## config.mk

```make
export PLATFORM = sky130hd
export DESIGN_NAME = mc_ctrl
export DESIGN_NICKNAME = d
export VERILOG_FILES = /design/src/rtl/mc_ctrl.sv
export SDC_FILE = /design/constraint.sdc
export NUM_CORES = 1
export LEC_CHECK = 0
export CORE_UTILIZATION = 30
export DETAILED_ROUTE_END_ITERATION = 8
export PLACE_DENSITY_LB_ADDON = 0.3
export SLEW_MARGIN = 20
export SYNTH_ARGS = -nofsm -noshare
export SYNTH_HDL_FRONTEND = slang
export SYNTH_SLANG_ARGS = --single-unit
export TNS_END_PERCENT = 100
```

## constraint.sdc

```tcl
create_clock -name clk -period 1.8 [get_ports clk]
set_clock_uncertainty 0.15 [all_clocks]
set_input_delay 0.18 -clock clk [delete_from_list [all_inputs] [get_ports clk]]
set_output_delay 0.18 -clock clk [all_outputs]
set_load 0.05 [all_outputs]
```

## src/rtl/mc_ctrl.sv

```systemverilog
// mc_ctrl: Moore control FSM for the multicycle MIPS datapath.
// Sequences fetch/decode/execute/memory/writeback and drives all datapath
// selects and enables. Stalls in FETCH, MEMRD and MEMWR until mem_ready.
// Optional feature macro: MC_CTRL_BNE_EN adds bne (op 000101) via state BNE(12)
// and the PCWriteCondN output; without it 000101 is an illegal opcode.
module mc_ctrl #(
   parameter int unsigned OP_W = 6,
   parameter int unsigned ST_W = 4
) (
   input  logic            clk,
   input  logic            rst,
   input  logic [OP_W-1:0] op,
   input  logic            mem_ready,
   output logic            IorD,
   output logic            MemRead,
   output logic            MemWrite,
   output logic            IRWrite,
   output logic            RegDst,
   output logic            MemtoReg,
   output logic            RegWrite,
   output logic            ALUSrcA,
   output logic [1:0]      ALUSrcB,
   output logic [1:0]      ALUOp,
   output logic [1:0]      PCSrc,
   output logic            PCWrite,
   output logic            PCWriteCond,
`ifdef MC_CTRL_BNE_EN
   output logic            PCWriteCondN,
`endif
   output logic            bad_op,
   output logic [ST_W-1:0] state
);

   localparam logic [ST_W-1:0] S_FETCH  = ST_W'(0);
   localparam logic [ST_W-1:0] S_DECODE = ST_W'(1);
   localparam logic [ST_W-1:0] S_MEMADR = ST_W'(2);
   localparam logic [ST_W-1:0] S_MEMRD  = ST_W'(3);
   localparam logic [ST_W-1:0] S_MEMWB  = ST_W'(4);
   localparam logic [ST_W-1:0] S_MEMWR  = ST_W'(5);
   localparam logic [ST_W-1:0] S_REXEC  = ST_W'(6);
   localparam logic [ST_W-1:0] S_RWB    = ST_W'(7);
   localparam logic [ST_W-1:0] S_BEQ    = ST_W'(8);
   localparam logic [ST_W-1:0] S_AEXEC  = ST_W'(9);
   localparam logic [ST_W-1:0] S_AWB    = ST_W'(10);
   localparam logic [ST_W-1:0] S_JUMP   = ST_W'(11);
`ifdef MC_CTRL_BNE_EN
   localparam logic [ST_W-1:0] S_BNE    = ST_W'(12);
`endif

   localparam logic [OP_W-1:0] OP_RTYPE = OP_W'(6'b000000);
   localparam logic [OP_W-1:0] OP_J     = OP_W'(6'b000010);
   localparam logic [OP_W-1:0] OP_BEQ   = OP_W'(6'b000100);
`ifdef MC_CTRL_BNE_EN
   localparam logic [OP_W-1:0] OP_BNE   = OP_W'(6'b000101);
`endif
   localparam logic [OP_W-1:0] OP_ADDI  = OP_W'(6'b001000);
   localparam logic [OP_W-1:0] OP_LW    = OP_W'(6'b100011);
   localparam logic [OP_W-1:0] OP_SW    = OP_W'(6'b101011);

   logic [ST_W-1:0] state_q, state_d;
   logic            bad_op_q, bad_op_d;

   // State register and registered illegal-opcode pulse; reset wins over all.
   always_ff @(posedge clk) begin
      if (rst) begin
         state_q  <= S_FETCH;
         bad_op_q <= 1'b0;
      end else begin
         state_q  <= state_d;
         bad_op_q <= bad_op_d;
      end
   end

   // Next-state logic; mem_ready only matters in FETCH/MEMRD/MEMWR, op only in DECODE/MEMADR.
   always_comb begin
      state_d  = S_FETCH;
      bad_op_d = 1'b0;
      case (state_q)
         S_FETCH:  state_d = mem_ready ? S_DECODE : S_FETCH;
         S_DECODE: begin
            case (op)
               OP_LW, OP_SW: state_d = S_MEMADR;
               OP_RTYPE:     state_d = S_REXEC;
               OP_BEQ:       state_d = S_BEQ;
               OP_ADDI:      state_d = S_AEXEC;
               OP_J:         state_d = S_JUMP;
`ifdef MC_CTRL_BNE_EN
               OP_BNE:       state_d = S_BNE;
`endif
               default: begin
                  state_d  = S_FETCH;
                  bad_op_d = 1'b1;
               end
            endcase
         end
         S_MEMADR: state_d = (op == OP_SW) ? S_MEMWR : S_MEMRD;
         S_MEMRD:  state_d = mem_ready ? S_MEMWB : S_MEMRD;
         S_MEMWR:  state_d = mem_ready ? S_FETCH : S_MEMWR;
         S_REXEC:  state_d = S_RWB;
         S_AEXEC:  state_d = S_AWB;
         default:  state_d = S_FETCH;
      endcase
   end

   // Moore output decode from the state register; FETCH gates IRWrite/PCWrite with mem_ready.
   always_comb begin
      IorD        = 1'b0;
      MemRead     = 1'b0;
      MemWrite    = 1'b0;
      IRWrite     = 1'b0;
      RegDst      = 1'b0;
      MemtoReg    = 1'b0;
      RegWrite    = 1'b0;
      ALUSrcA     = 1'b0;
      ALUSrcB     = 2'b00;
      ALUOp       = 2'b00;
      PCSrc       = 2'b00;
      PCWrite     = 1'b0;
      PCWriteCond = 1'b0;
`ifdef MC_CTRL_BNE_EN
      PCWriteCondN = 1'b0;
`endif
      case (state_q)
         S_FETCH: begin
            MemRead = 1'b1;
            ALUSrcB = 2'b01;
            IRWrite = mem_ready;
            PCWrite = mem_ready;
         end
         S_DECODE: ALUSrcB = 2'b11;
         S_MEMADR: begin
            ALUSrcA = 1'b1;
            ALUSrcB = 2'b10;
         end
         S_MEMRD: begin
            IorD    = 1'b1;
            MemRead = 1'b1;
         end
         S_MEMWB: begin
            MemtoReg = 1'b1;
            RegWrite = 1'b1;
         end
         S_MEMWR: begin
            IorD     = 1'b1;
            MemWrite = 1'b1;
         end
         S_REXEC: begin
            ALUSrcA = 1'b1;
            ALUOp   = 2'b10;
         end
         S_RWB: begin
            RegDst   = 1'b1;
            RegWrite = 1'b1;
         end
         S_BEQ: begin
            ALUSrcA     = 1'b1;
            ALUOp       = 2'b01;
            PCSrc       = 2'b01;
            PCWriteCond = 1'b1;
         end
         S_AEXEC: begin
            ALUSrcA = 1'b1;
            ALUSrcB = 2'b10;
         end
         S_AWB:  RegWrite = 1'b1;
         S_JUMP: begin
            PCSrc   = 2'b10;
            PCWrite = 1'b1;
         end
`ifdef MC_CTRL_BNE_EN
         S_BNE: begin
            ALUSrcA      = 1'b1;
            ALUOp        = 2'b01;
            PCSrc        = 2'b01;
            PCWriteCondN = 1'b1;
         end
`endif
         default: ;
      endcase
   end

   assign state  = state_q;
   assign bad_op = bad_op_q;

endmodule

```

==> results.sh <==
export IMPL_synthAdderAreaFrac_pct=0
export IMPL_r2r_end="state[0]"
export IMPL_dpl_hpwl_um=1500
export IMPL_drt_iter0_drc=18
export IMPL_syn_to_final_growth_pct=120
export IMPL_rows=14
export IMPL_coreArea_um2=1590
export IMPL_min_delay_path_class="in -> reg"
export IMPL_synth_ff_type="dfxtp_1"
export IMPL_routed_via_density=5.50
export IMPL_synth_mux_area_share_pct=2.10
export IMPL_ys_async_sr_fraction_pct=0
export IMPL_clock_path_buffers=2
export IMPL_critical_path_max_fanout=11
export IMPL_clock_latency_ns=0.25
export IMPL_yosysWarnings=0
export IMPL_syn_avg_cell_area_um2=6.79
export IMPL_grt_max_degree=18
export IMPL_grt_antenna_before_repair=0
export IMPL_max_freq_mhz=579
export IMPL_period_minus_slack_ns=1.73
export IMPL_leakagePower_nw=0.422
export IMPL_setup_viol_count_final=0
export IMPL_worst_pin_slew_ns=0.397
export IMPL_design_area_um2=1180
export IMPL_min_to="bad_op"
export IMPL_antenna_left=0
export IMPL_grt_pass1_wl_um=3150
export IMPL_grt_pass1_vias=732
export IMPL_grt_overflow_total=0
export IMPL_synth_simple_area_share_pct=39.4
export IMPL_rsz0062_at_grt="no"
export IMPL_drv_cap=0
export IMPL_clk_pin_slew_ns=0.05
export IMPL_ys_types=33
export IMPL_whs_path_depth=2
export IMPL_ff2ff_setup_slack_ns=0.20
export IMPL_min_period_over_period_pct=96.0
export IMPL_synth_compound_gate_area_share_pct=24.5
export IMPL_firstDrtPassIters=4
export IMPL_io_pins=30
export IMPL_ir_worst_vdd_mv=0.422
export IMPL_synth_nets=88
export IMPL_cts_buffers=3
export IMPL_clock_sinks=5
export IMPL_synth_cells_most_frequent="nor2_1, a21oi_1, nand2b_1, nor3_1, dfxtp_1"
export IMPL_run_status="completed"
export IMPL_yosys_area_top_type="dfxtp_1"
export IMPL_die_y_um=44.3
export IMPL_endpoint_kind="output port"
export IMPL_die_w_um=44.3
export IMPL_cts_tree="done"
export IMPL_dieArea_um2=1960
export IMPL_timing_final_ws_setup_ns=0.0723
export IMPL_track_usage_pct=21.4
export IMPL_place_area_um2=1140
export IMPL_layout_drive_gt1_share_pct=53.1
export IMPL_syn_area_um2=537
export IMPL_port_buffers=29
export IMPL_seq_area_frac_synth_pct=18.6
export IMPL_antenna_cells=0
export IMPL_drc=0
export IMPL_syn_inst=79
export IMPL_powerDensity_nw_per_um2=427
export IMPL_synthXorXnorAreaFrac_pct=4.90
export IMPL_synthMostInstantiatedCell="nor2_1"
export IMPL_start_kind="flop"
export IMPL_wl_per_cell_um=13.8
export IMPL_yosysTopAreaCellShare_pct=18.6
export IMPL_gp_congestion=0.873
export IMPL_max_slew_margin_pct=73.6
export IMPL_ys_ff_latch=5
export IMPL_worstPathRequired_ns=1.47
export IMPL_clock_root_buffer="clkbuf_4"
export IMPL_synth_edf_count=0
export IMPL_finalHoldViolations=0
export IMPL_htreeDepth=1
export IMPL_nNetsFinal=123
export IMPL_min_from="rst"
export IMPL_vias=753
export IMPL_wirelength_um=1890
export IMPL_reg2reg_from="state[3]"
export IMPL_reg2regPathDepth=4
export IMPL_path_class="reg -> out"
export IMPL_start_util_pct=33.7
export IMPL_synth_top_family_by_area="simple AND/OR/NAND/NOR gates"
export IMPL_dp_slack_ns=-0.0697
export IMPL_cts_setup_buffers=0
export IMPL_drv_slew=0
export IMPL_synth_area_leaders="dfxtp_1, nor2_1, nand2b_1, a21oi_1, nor3_1"
export IMPL_cp_arrival_ns=1.40
[routing by layer]
metal / GRT usage (%) / part of all wire [%] / vias up
met1: 24.8 / 38 / 360
met5: 0 / 0 / -
met3: 2.86 / 4.3 / 9
li1: - / - / 353
met2: 37.6 / 55 / 31
met4: 12.1 / 3.0 / 0
[cells in the final DEF, fill, tap and decap left out, types with 2 or more instances in the layout]
| master | synthesis | final |
|---|---|---|
| buf_12 | 0 | 17 |
| o21ai_0 | 4 | 3 |
| nand2b_2 | 0 | 2 |
| nor3_2 | 0 | 3 |
| clkdlybuf4s50_1 | 0 | 8 |
| nand2b_1 | 6 | 3 |
| a21oi_1 | 7 | 6 |
| inv_1 | 3 | 2 |
| a21oi_2 | 1 | 2 |
| nor2_2 | 0 | 4 |
| buf_4 | 3 | 12 |
| nor4_1 | 2 | 2 |
| nand2_1 | 4 | 3 |
| nand3_1 | 3 | 3 |
| nor2_1 | 11 | 6 |
| or3_1 | 2 | 2 |
| dfxtp_4 | 0 | 4 |
| xnor2_1 | 2 | 2 |
| clkbuf_4 | 0 | 3 |
| nor3_4 | 0 | 3 |
[kinds of logic (layout without fill, tap and decap cells)]
family,after synthesis,after routing
AOI/OAI and AO/OA,20,20
xor gates and xnor gates,3,3
buffers and inverters,11,45
DFF,5,5
muxes,1,1
and+or+nand+nor,39,39
[through the flow]
step | hold WS [ns] | util (%) | std cells | total power, W | setup TNS, ns
after CTS | 0.420 | 73.5 | 137 | 0.000503 | 0
after global placement | 0.481 | 71.5 | 133 | 0.000362 | 0
after global routing | 0.450 | 73.9 | 137 | 0.000527 | 0
after detailed placement | 0.494 | 71.5 | 133 | 0.000368 | -0.0791
after floorplan | 0.111 | - | 79 | 0.000255 | -0.247
final | 0.448 | 73.9 | 137 | 0.000503 | 0
[power by group]
group	switching (W)	internal, W
clock	0.0000501	0.0000841
combinational	0.000132	0.000110
sequential	0.0000147	0.000112
total	0.000197	0.000306
[sequential cells by signal, indices dropped and copies added, names as in the netlist]
register and flops:
bad_op 1, state 4
[repair_timing]
item | in CTS | in global routing
pin swaps | 0 | 1
resized for setup | 3 | 3
hold buffers | 0 | 0
endpoints found under the setup margin | 3 | 10
[how the worst max path moves through the flow]
stage | start | to | cells after the start
6_report | state[0] | PCWrite | 5
5_1_grt | state[2] | ALUOp[0] | 3
4_1_cts | state[0] | PCWrite | 5
3_5_place_dp | op[0] | state[3] | 5
3_3_place_gp | op[0] | state[1] | 5
2_1_floorplan | state[2] | ALUOp[0] | 4
[worst max-delay path, cell delays in order (launching register included)]
cell,delay [ns]
dfxtp_4,0.40
inv_4,0.09
nand3_1,0.11
mux2_2,0.31
nor2_4,0.10
buf_12,0.14
[final cells by class]
cell class	count	area [µm²]
Multi-Input combinational cell	63	479
Sequential cell	5	115
Timing Repair Buffer	37	510
Inverter	4	17.5
Tap cell	24	30.0
Clock buffer	4	26.3
Fill cell	116	415
Power figures use the tool's default switching activity.
